## src/rtl/sys_pkg.sv

```systemverilog
// Shared definitions for the reset sequencer: FSM encoding, legal parameter
// ranges and the saturating loss-counter helper.
package sys_pkg;

   typedef enum logic [1:0] {
      WAIT_LOCK = 2'd0,
      SETTLE    = 2'd1,
      RELEASE   = 2'd2,
      RUN       = 2'd3
   } rs_state_e;

   localparam int unsigned N_OUT_MIN = 1;
   localparam int unsigned N_OUT_MAX = 8;
   localparam int unsigned CNT_W_MIN = 1;
   localparam int unsigned CNT_W_MAX = 16;

   localparam logic [3:0] LOST_SAT = 4'hF;

   // Increment a 4-bit event count, holding at LOST_SAT.
   function automatic logic [3:0] sat_inc4(input logic [3:0] v);
      return (v == LOST_SAT) ? v : v + 4'd1;
   endfunction

endpackage

```

## src/rtl/reset_seq_if.sv

```systemverilog
// Reset sequencer bus: PLL lock and soft-reset requests in, sequenced
// domain resets, ready flag and lock-loss count out.
interface reset_seq_if #(
   parameter int unsigned N_OUT = 2
) ();

   logic             lock;
   logic             soft_rst;
   logic [N_OUT-1:0] rst_out;
   logic             ready;
   logic [3:0]       lost_cnt;

   modport master (
      output lock,
      output soft_rst,
      input  rst_out,
      input  ready,
      input  lost_cnt
   );

   modport slave (
      input  lock,
      input  soft_rst,
      output rst_out,
      output ready,
      output lost_cnt
   );

endinterface

```

## src/rtl/sync2.sv

```systemverilog
// Two-flop synchronizer with asynchronous active-low clear; the output is
// low while in reset and follows i_d two rising edges later.
module sync2 (
   input  logic clk,
   input  logic rst_n,
   input  logic i_d,
   output logic o_q
);

   logic r_meta;
   logic r_sync;

   // Shift the asynchronous input through two flops.
   always_ff @(posedge clk or negedge rst_n) begin
      if (!rst_n) begin
         r_meta <= 1'b0;
         r_sync <= 1'b0;
      end else begin
         r_meta <= i_d;
         r_sync <= r_meta;
      end
   end

   assign o_q = r_sync;

endmodule

```

## src/rtl/reset_seq.sv

```systemverilog
// Reset sequencer: waits for a synchronized PLL lock, lets it settle, then
// releases the domain resets one at a time in index order. Lock loss or a
// soft reset request re-asserts every domain reset.
module reset_seq
   import sys_pkg::*;
#(
   parameter int unsigned N_OUT      = 2,
   parameter int unsigned CNT_W      = 8,
   parameter int unsigned SETTLE_CYC = 16,
   parameter int unsigned STAGE_CYC  = 4
) (
   input  logic       clk25,
   input  logic       rst_n,
   reset_seq_if.slave bus
);

   localparam longint unsigned CNT_MAX = (64'd1 << CNT_W) - 64'd1;

   if (N_OUT < N_OUT_MIN || N_OUT > N_OUT_MAX) begin : g_bad_n_out
      $error("reset_seq: N_OUT=%0d outside legal range", N_OUT);
   end
   if (CNT_W < CNT_W_MIN || CNT_W > CNT_W_MAX) begin : g_bad_cnt_w
      $error("reset_seq: CNT_W=%0d outside legal range", CNT_W);
   end
   if (SETTLE_CYC < 1 || 64'(SETTLE_CYC) > CNT_MAX) begin : g_bad_settle
      $error("reset_seq: SETTLE_CYC=%0d does not fit the counter", SETTLE_CYC);
   end
   if (STAGE_CYC < 1 || 64'(STAGE_CYC) > CNT_MAX) begin : g_bad_stage
      $error("reset_seq: STAGE_CYC=%0d does not fit the counter", STAGE_CYC);
   end

   localparam logic [CNT_W-1:0] SETTLE_LAST = CNT_W'(SETTLE_CYC - 1);
   localparam logic [CNT_W-1:0] STAGE_LAST  = CNT_W'(STAGE_CYC - 1);
   localparam logic [3:0]       LAST_STAGE  = 4'(N_OUT - 1);

   rs_state_e        r_state;
   rs_state_e        w_state;
   logic [CNT_W-1:0] r_cnt;
   logic [CNT_W-1:0] w_cnt;
   logic [3:0]       r_stage;
   logic [3:0]       w_stage;
   logic [N_OUT-1:0] r_rst_out;
   logic [N_OUT-1:0] w_rst_out;
   logic             r_ready;
   logic             w_ready;
   logic [3:0]       r_lost_cnt;
   logic [3:0]       w_lost_cnt;
   logic             w_lock_s;

   sync2 u_lock_sync (
      .clk   (clk25),
      .rst_n (rst_n),
      .i_d   (bus.lock),
      .o_q   (w_lock_s)
   );

   // State and registered outputs; reset forces every domain into reset.
   always_ff @(posedge clk25 or negedge rst_n) begin
      if (!rst_n) begin
         r_state    <= WAIT_LOCK;
         r_cnt      <= '0;
         r_stage    <= '0;
         r_rst_out  <= '1;
         r_ready    <= 1'b0;
         r_lost_cnt <= '0;
      end else begin
         r_state    <= w_state;
         r_cnt      <= w_cnt;
         r_stage    <= w_stage;
         r_rst_out  <= w_rst_out;
         r_ready    <= w_ready;
         r_lost_cnt <= w_lost_cnt;
      end
   end

   // Next state and next output values; lock loss is tested before the soft
   // request so it wins when both arrive together.
   always_comb begin
      w_state    = r_state;
      w_cnt      = r_cnt;
      w_stage    = r_stage;
      w_rst_out  = r_rst_out;
      w_ready    = r_ready;
      w_lost_cnt = r_lost_cnt;

      if (r_state != WAIT_LOCK && !w_lock_s) begin
         w_state    = WAIT_LOCK;
         w_cnt      = '0;
         w_stage    = '0;
         w_rst_out  = '1;
         w_ready    = 1'b0;
         w_lost_cnt = sat_inc4(r_lost_cnt);
      end else if (r_state != WAIT_LOCK && bus.soft_rst) begin
         w_state   = SETTLE;
         w_cnt     = '0;
         w_stage   = '0;
         w_rst_out = '1;
         w_ready   = 1'b0;
      end else begin
         case (r_state)
            WAIT_LOCK: begin
               w_cnt     = '0;
               w_stage   = '0;
               w_rst_out = '1;
               w_ready   = 1'b0;
               if (w_lock_s) begin
                  w_state = SETTLE;
               end
            end
            SETTLE: begin
               if (r_cnt == SETTLE_LAST) begin
                  w_rst_out[0] = 1'b0;
                  w_cnt        = '0;
                  w_stage      = 4'd1;
                  if (N_OUT > 1) begin
                     w_state = RELEASE;
                  end else begin
                     w_state = RUN;
                     w_ready = 1'b1;
                  end
               end else begin
                  w_cnt = r_cnt + CNT_W'(1);
               end
            end
            RELEASE: begin
               if (r_cnt == STAGE_LAST) begin
                  for (int unsigned i = 0; i < N_OUT; i++) begin
                     if (4'(i) == r_stage) begin
                        w_rst_out[i] = 1'b0;
                     end
                  end
                  w_cnt   = '0;
                  w_stage = r_stage + 4'd1;
                  if (r_stage == LAST_STAGE) begin
                     w_state = RUN;
                     w_ready = 1'b1;
                  end
               end else begin
                  w_cnt = r_cnt + CNT_W'(1);
               end
            end
            RUN: begin
               w_cnt = '0;
            end
            default: begin
               w_state   = WAIT_LOCK;
               w_cnt     = '0;
               w_stage   = '0;
               w_rst_out = '1;
               w_ready   = 1'b0;
            end
         endcase
      end
   end

   assign bus.rst_out  = r_rst_out;
   assign bus.ready    = r_ready;
   assign bus.lost_cnt = r_lost_cnt;

endmodule

```

## src/flat_wrapper.sv

```systemverilog
// flat-port wrapper written by rule: the top's interface ports become plain ports
module reset_seq_flat import sys_pkg::*;
#(
   parameter int unsigned N_OUT      = 2,
   parameter int unsigned CNT_W      = 8,
   parameter int unsigned SETTLE_CYC = 16,
   parameter int unsigned STAGE_CYC  = 4
)
  (clk25, rst_n, bus_lock, bus_soft_rst, bus_rst_out, bus_ready, bus_lost_cnt);
  reset_seq_if #(.N_OUT(N_OUT)) bus_i ();
  input  logic clk25;
  input  logic rst_n;
  input wire logic [$bits(bus_i.lock)-1:0] bus_lock;
  input wire logic [$bits(bus_i.soft_rst)-1:0] bus_soft_rst;
  output wire logic [$bits(bus_i.rst_out)-1:0] bus_rst_out;
  output wire logic [$bits(bus_i.ready)-1:0] bus_ready;
  output wire logic [$bits(bus_i.lost_cnt)-1:0] bus_lost_cnt;
  assign bus_i.lock = bus_lock;
  assign bus_i.soft_rst = bus_soft_rst;
  assign bus_rst_out = bus_i.rst_out;
  assign bus_ready = bus_i.ready;
  assign bus_lost_cnt = bus_i.lost_cnt;
  reset_seq #(.N_OUT(N_OUT), .CNT_W(CNT_W), .SETTLE_CYC(SETTLE_CYC), .STAGE_CYC(STAGE_CYC)) u_core (.clk25(clk25), .rst_n(rst_n), .bus(bus_i));
endmodule
```

## config.mk

```make
export PLATFORM = sky130hd
export DESIGN_NAME = reset_seq_flat
export DESIGN_NICKNAME = d
export VERILOG_FILES = /design/src/rtl/sys_pkg.sv /design/src/rtl/reset_seq_if.sv /design/src/rtl/sync2.sv /design/src/rtl/reset_seq.sv /design/src/flat_wrapper.sv
export SDC_FILE = /design/constraint.sdc
export NUM_CORES = 1
export LEC_CHECK = 0
export ABC_AREA = 1
export CORE_UTILIZATION = 50
export CTS_CLUSTER_SIZE = 25
export DETAILED_ROUTE_END_ITERATION = 8
export HOLD_SLACK_MARGIN = 0.12
export PLACE_DENSITY_LB_ADDON = 0.1
export SLEW_MARGIN = 20
export SYNTH_ARGS = -nofsm -noshare
export SYNTH_HDL_FRONTEND = slang
export SYNTH_SLANG_ARGS = --single-unit
```

## constraint.sdc

```tcl
create_clock -name clk25 -period 3.8 [get_ports clk25]
set_input_delay 0.76 -clock clk25 [delete_from_list [all_inputs] [get_ports clk25]]
set_output_delay 0.76 -clock clk25 [all_outputs]
set_load 0.02 [all_outputs]
```

-- Yosys cells after proc, flatten, opt, wreduce, memory -nomap -nowiden
Index checks and enable logic that the tools add are counted.
Widths: inputs -> output; s select.
- register bits after elaboration: 23
- bits in latches: 0
- bits in writable memories: 0
- bits in read-only memories: 0
- bits of input ports: 4
- logic and storage cells: 72
- memories kept: 0
- add/sub/neg operators: 3
- multipliers: 0
- div/mod/pow operators: 0
- order comparisons: 0
- eq/ne operators: 14
- shifts and indexed selects: 0
- mux-type cells: 30
- bitwise operators: 1
- reductions and logical operators: 15
- operators by type and width (cell ; count):
    $mux 8 ; 4
    $pmux 8 s3 ; 1
    $ne 4x1->1 const B ; 5
    $mux 2 ; 9
    $mux 4 ; 4
    $pmux 4 s3 ; 1
    $reduce_and 3->1 ; 3
    $add 4x1->4 const B ; 2
    $add 8x1->8 const B ; 1
    $eq 8x2->1 const B ; 1
    $eq 8x4->1 const B ; 1
    $mux 1 ; 7
    $pmux 2 s3 ; 1
    $reduce_and 5->1 ; 1
    $reduce_bool 5->1 ; 1
    $eq 1x4->1 const A ; 1
    $eq 2x2->1 const B ; 2
    $eq 4x1->1 const B ; 1
    $eq 4x4->1 const B ; 1
    $logic_not 4->1 ; 1
    $ne 4x2->1 const B ; 1
    $pmux 1 s2 ; 2
    $reduce_and 4->1 ; 1
    $reduce_bool 4->1 ; 1
    other kinds (9) ; 10

-- Longest topological paths before layout
- word-level depth: 6
- mapped depth: 12
- gate-level depth less buffers: 12

-- By module
Synthesis repeated with hierarchy kept, for this count alone.
- cell total of the unflattened synthesis: 153
- area total of the unflattened synthesis: 1398.8 um^2
- by module, submodules not included (module ; times used ; cells an instance ; area each (um^2) ; sequential area each (um^2)):
    reset_seq ; 1 ; 151 ; 1348.8 ; 528.0
    sync2 ; 1 ; 2 ; 50.0 ; 50.0

-- Least setup slack after synthesis
OpenSTA, ideal clock, no wires.
- kind: register to register
- start: register u_core.r_state[0]
- end: register u_core.r_stage[3]
- data arrival time: 1.400 ns
- required time: 3.683 ns
- slack: 2.283 ns
- cell stages (with the launch flop): 13
- cells stage by stage: dfrtp_1 inv_1 ha_1 inv_2 nand2_4 nand2_4 clkinv_4 nand2_4 nor2_8 nor2_2 nand2_1 nand2_1 nand2_1
- cells in the longest elaborated chain, start to end: 4
- elaborated cells on any way between the ends: 13
- RTL lines (item ; RTL line ; RTL):
    from (decl) ; reset_seq.sv:36 ; rs_state_e r_state;
    from (signal assigned) ; reset_seq.sv:67 ; r_state <= w_state;
    $eq 2x2->1 (tied with other cells) ; reset_seq.sv:100 ; case (r_state)
    $pmux 4 s3 (tied with other cells) ; reset_seq.sv:100 ;
    $mux 4 (tied with other cells) ; reset_seq.sv:93 ; end else if (r_state != WAIT_LOCK && bus.soft_rst) begin
    $mux 4 or $reduce_and 3->1 (tied branches) ; -- ;
    to (signal assigned) ; reset_seq.sv:69 ; r_stage <= w_stage;
    to (decl) ; reset_seq.sv:40 ; logic [3:0] r_stage;
Several ways; a longest one is shown, not always the timed one.
A chain may end at the register's enable or synchronous reset.

-- Final worst setup path
- start: register u_core.r_rst_out[1], in the netlist u_core.bus.rst_out[1]
- end: output port bus_rst_out[1]
- RTL lines (item ; RTL line ; RTL):
    from (decl) ; reset_seq.sv:42 ; logic [N_OUT-1:0] r_rst_out;
    from (signal assigned) ; reset_seq.sv:70 ; r_rst_out <= w_rst_out;
    to (decl) ; flat_wrapper.sv:15 ; output wire logic [$bits(bus_i.rst_out)-1:0] bus_rst_out;
No word-level cell between the ends.

==> results.md <==
- Crit-path slowest cell: clkdlybuf4s50_1
- Syn_area_per_cell: 8.403 um^2
- Largest stage delay, worst path: 0.59 ns
- Root Driver: clkbuf_4
- Sink Count: 23
- Max IR drop VDD: 477.4 uV
- Kind of critical path: reg2out
- Post-synthesis adder-cell area fraction: 0.07048
- Power share of the sequential group: 0.345
- Crit path DAT: 1.46 ns
- Fmax: 449.5 MHz
- Share of layout cells above drive strength 1: 0.1758
- Final setup fails: 0
- PwrDens: 657.9 mW/mm^2
- Top_reg_cell synth: dfrtp_1
- Vias per cell: 5.307
- H-tree depth: 1
- Yosys warns: 0
- CTS Buf Count: 3
- Chip Height: 55.30 um
- CP bufs+invs: 1
- Critical Path Sink Type: output port
- Yosys cell types: 28
- Maxcap violations: 0
- Hold Path Class: reg2reg
- Sw frac: 0.4597
- Critical path fanouts, max: 2
- CP cell instances: clkdlybuf4s50_1
- Relative slew slack: 0.6652
- Synth Area in Simple Gates: 0.3859
- Die ar.: 0.003058 mm^2
- CP top delay family: buffers and inverters
- Fin Clk Skew: 0.006287 ns
- Mux contribution to synthesized area: 0
- Fin crit share: 0.5855
- Post-synthesis instance area: 0.001420 mm^2
- P&R area growth vs syn: 11.01%
- Count of buffers from port buffering: 10
- DRT iter0 DRCs: 52
- Fin. Hold Viols: 0
- Sequential Area: 578.1 um^2
- Post-synth ARST share: 1.000
- Minimum clock period: 2.225 ns
- Power share of the combinational group: 0.542
- Slew Limit Fails: 0
- First-pass GRT wire length: 4.678 mm
- CTS max path bufs: 2
- Final #Nets: 195
- Multi-input gate area: 769.5 um^2
- FF-to-FF path depth: 11
- Tot Pwr: 1037 uW
- Post-CTS Hold Buffers: 0
- Clk pwr share: 0.113
- Setup TNS: 0 ns
- Worst Setup EP: bus_rst_out[1]
- Total Routing Usage GR: 0.1879
- Most frequent cells in the layout: nand2_1 (37), dfrtp_1 (21), nor2_1 (16)
- Post-CTS Setup Repair Bufs: 0
- Syn Nets: 181
- CP startpoint: u_core.bus.rst_out[1]$_DFFE_PN1P_
- Placed inst area: 0.001554 mm^2
- P_int: 560.4 uW
- DR DRC count: 0
- Worst-Margin Slew: 0.5022 ns
- Core area: 0.002590 mm^2
- Sequential share of the synthesized area: 0.4070
- Total stage count of the critical path: 1
- Post-Syn Instances: 169
- Required @ worst endpoint: 3.04 ns
- XOR/XNOR Fraction of Synth Area: 0.03700
- WL/cell: 12.48 um
- Largest family of logic cells by synthesized area: simple AND/OR/NAND/NOR gates
- RSZ-0062 raised after global routing: false
- Ports: 11
- Reg2Reg Setup Slack: 2.08 ns
- Total gr overflow: 0
- Cell area after layout: 0.001577 mm^2
- GP Congestion: 0.8907
- LEAKAGE: 0.0007697 uW
- CTS tree: built
- Most common cell after layout, fill and taps aside: nand2_1
- Vias: 1125
- Die width: 55.30 um
- Clock Latency Late Sink: 0.31 ns
- Initial Util: 0.5483
- Drt pass-1 iters: 4
- Post-synth EDFFs: 0
- Switching power: 476.8 uW
- FILL cells: 239
- Outcome: complete, no violations
- Clock-pin slew on the worst setup and hold paths: 0.14 ns
- Post-DP HPWL: 2.061 mm
- Worst r2r dst: u_core.r_stage[1]$_DFFE_PN0P_
- Ant diodes: 0
- Post-synthesis compound-gate area fraction: 0.04846
- Initial antenna violation count: 0
- Yosys reg bits: 23
- Reg2reg start: u_core.r_state[0]$_DFFE_PN0P_
- Post-CTS sizing: 0
- Row count: 18
- Routed WL: 2.645 mm
- Largest net degree at the start of global routing: 24
- Vias in the first global route: 1106
- Final ANT Viol Nets: 0
- Worst Setup Start Kind: flop
cell families after synthesis:
| logic type | count (synthesis) |
|---|---|
| compound gates | 13 |
| flops | 23 |
| xor+xnor | 6 |
| fa+ha+maj | 8 |
| simple gates | 101 |
| buf+inv | 18 |
routing by layer:
metal | vias up | global-route usage | routed length (um)
li1 | 574 | - | -
met1 | 521 | 0.2618 | 1265
met2 | 28 | 0.3029 | 1268
met3 | 2 | 0.03044 | 97
met4 | 0 | 0.05357 | 13
met5 | - | 0 | 0
cells in the mapped netlist, types with 2 or more instances:
| master | instances | area [um^2] |
|---|---|---|
| ha_1 | 8 | 100.1 |
| inv_2 | 2 | 7.510 |
| nor3b_1 | 2 | 15.01 |
| nor2_1 | 16 | 60.06 |
| inv_1 | 14 | 52.55 |
| nor2_4 | 3 | 33.78 |
| nand3_1 | 11 | 55.05 |
| nand2_2 | 5 | 31.28 |
| nor2_2 | 5 | 31.28 |
| nor3_1 | 2 | 10.01 |
| nand2_4 | 6 | 67.56 |
| o21ai_1 | 3 | 15.01 |
| dfrtp_1 | 21 | 525.5 |
| a21oi_1 | 7 | 35.03 |
| and3_1 | 2 | 12.51 |
| dfstp_2 | 2 | 52.55 |
| xnor2_1 | 3 | 26.28 |
| nand2_1 | 37 | 138.9 |
| xor2_1 | 3 | 26.28 |
| nand4_1 | 9 | 56.30 |
flip-flops by register name (all words and copies together), names as in the netlist:
| register | cells |
|---|---|
| u_core.bus.lost_cnt | 4 |
| u_core.bus.ready | 1 |
| u_core.u_lock_sync.r_meta | 1 |
| u_core.r_stage | 4 |
| u_core.r_state | 2 |
| u_core.u_lock_sync.o_q | 1 |
| u_core.r_cnt | 8 |
| u_core.bus.rst_out | 2 |
area by class of cell:
class / instances / area share
clock buffer: 3 / 0.01429
timing repair buffer: 10 / 0.06032
clock inverter: 1 / 0.003175
multi-input combinational: 128 / 0.4881
sequential: 23 / 0.3667
tap: 30 / 0.02381
inverter: 17 / 0.04365
metrics by stage:
stage	std cells	worst slack [ns]	utilization	hold slack, ns
finish	212	1.575	0.6087	0.3676
CTS	212	1.561	0.6106	0.3679
floorplan	169	2.283	-	0.3312
global route	212	1.532	0.6087	0.3748
detailed placement	208	1.658	0.6000	0.3364
global placement	208	1.693	0.6000	0.3361
power groups by stage:
stage                     clock network (uW)  registers (uW)  logic [uW]
after global routing                     130             369         627
after global placement                     0             361         554
after CTS                                121             359         567
after detailed placement                   0             363         562
after floorplan                            0             394         371
final                                    117             358         562
worst min path at each step:
stage	from	end	slack [ns]	cells after the start
floorplan	u_core.u_lock_sync.r_meta$_DFF_PN0_	u_core.u_lock_sync.o_q$_DFF_PN0_	0.33	0
finish	u_core.u_lock_sync.r_meta$_DFF_PN0_	u_core.u_lock_sync.o_q$_DFF_PN0_	0.37	0
global placement	u_core.u_lock_sync.r_meta$_DFF_PN0_	u_core.u_lock_sync.o_q$_DFF_PN0_	0.34	0
global route	u_core.u_lock_sync.r_meta$_DFF_PN0_	u_core.u_lock_sync.o_q$_DFF_PN0_	0.37	0
detailed placement	u_core.u_lock_sync.r_meta$_DFF_PN0_	u_core.u_lock_sync.o_q$_DFF_PN0_	0.34	0
CTS	u_core.u_lock_sync.r_meta$_DFF_PN0_	u_core.u_lock_sync.o_q$_DFF_PN0_	0.37	0
(Power assumes the default switching activity.)
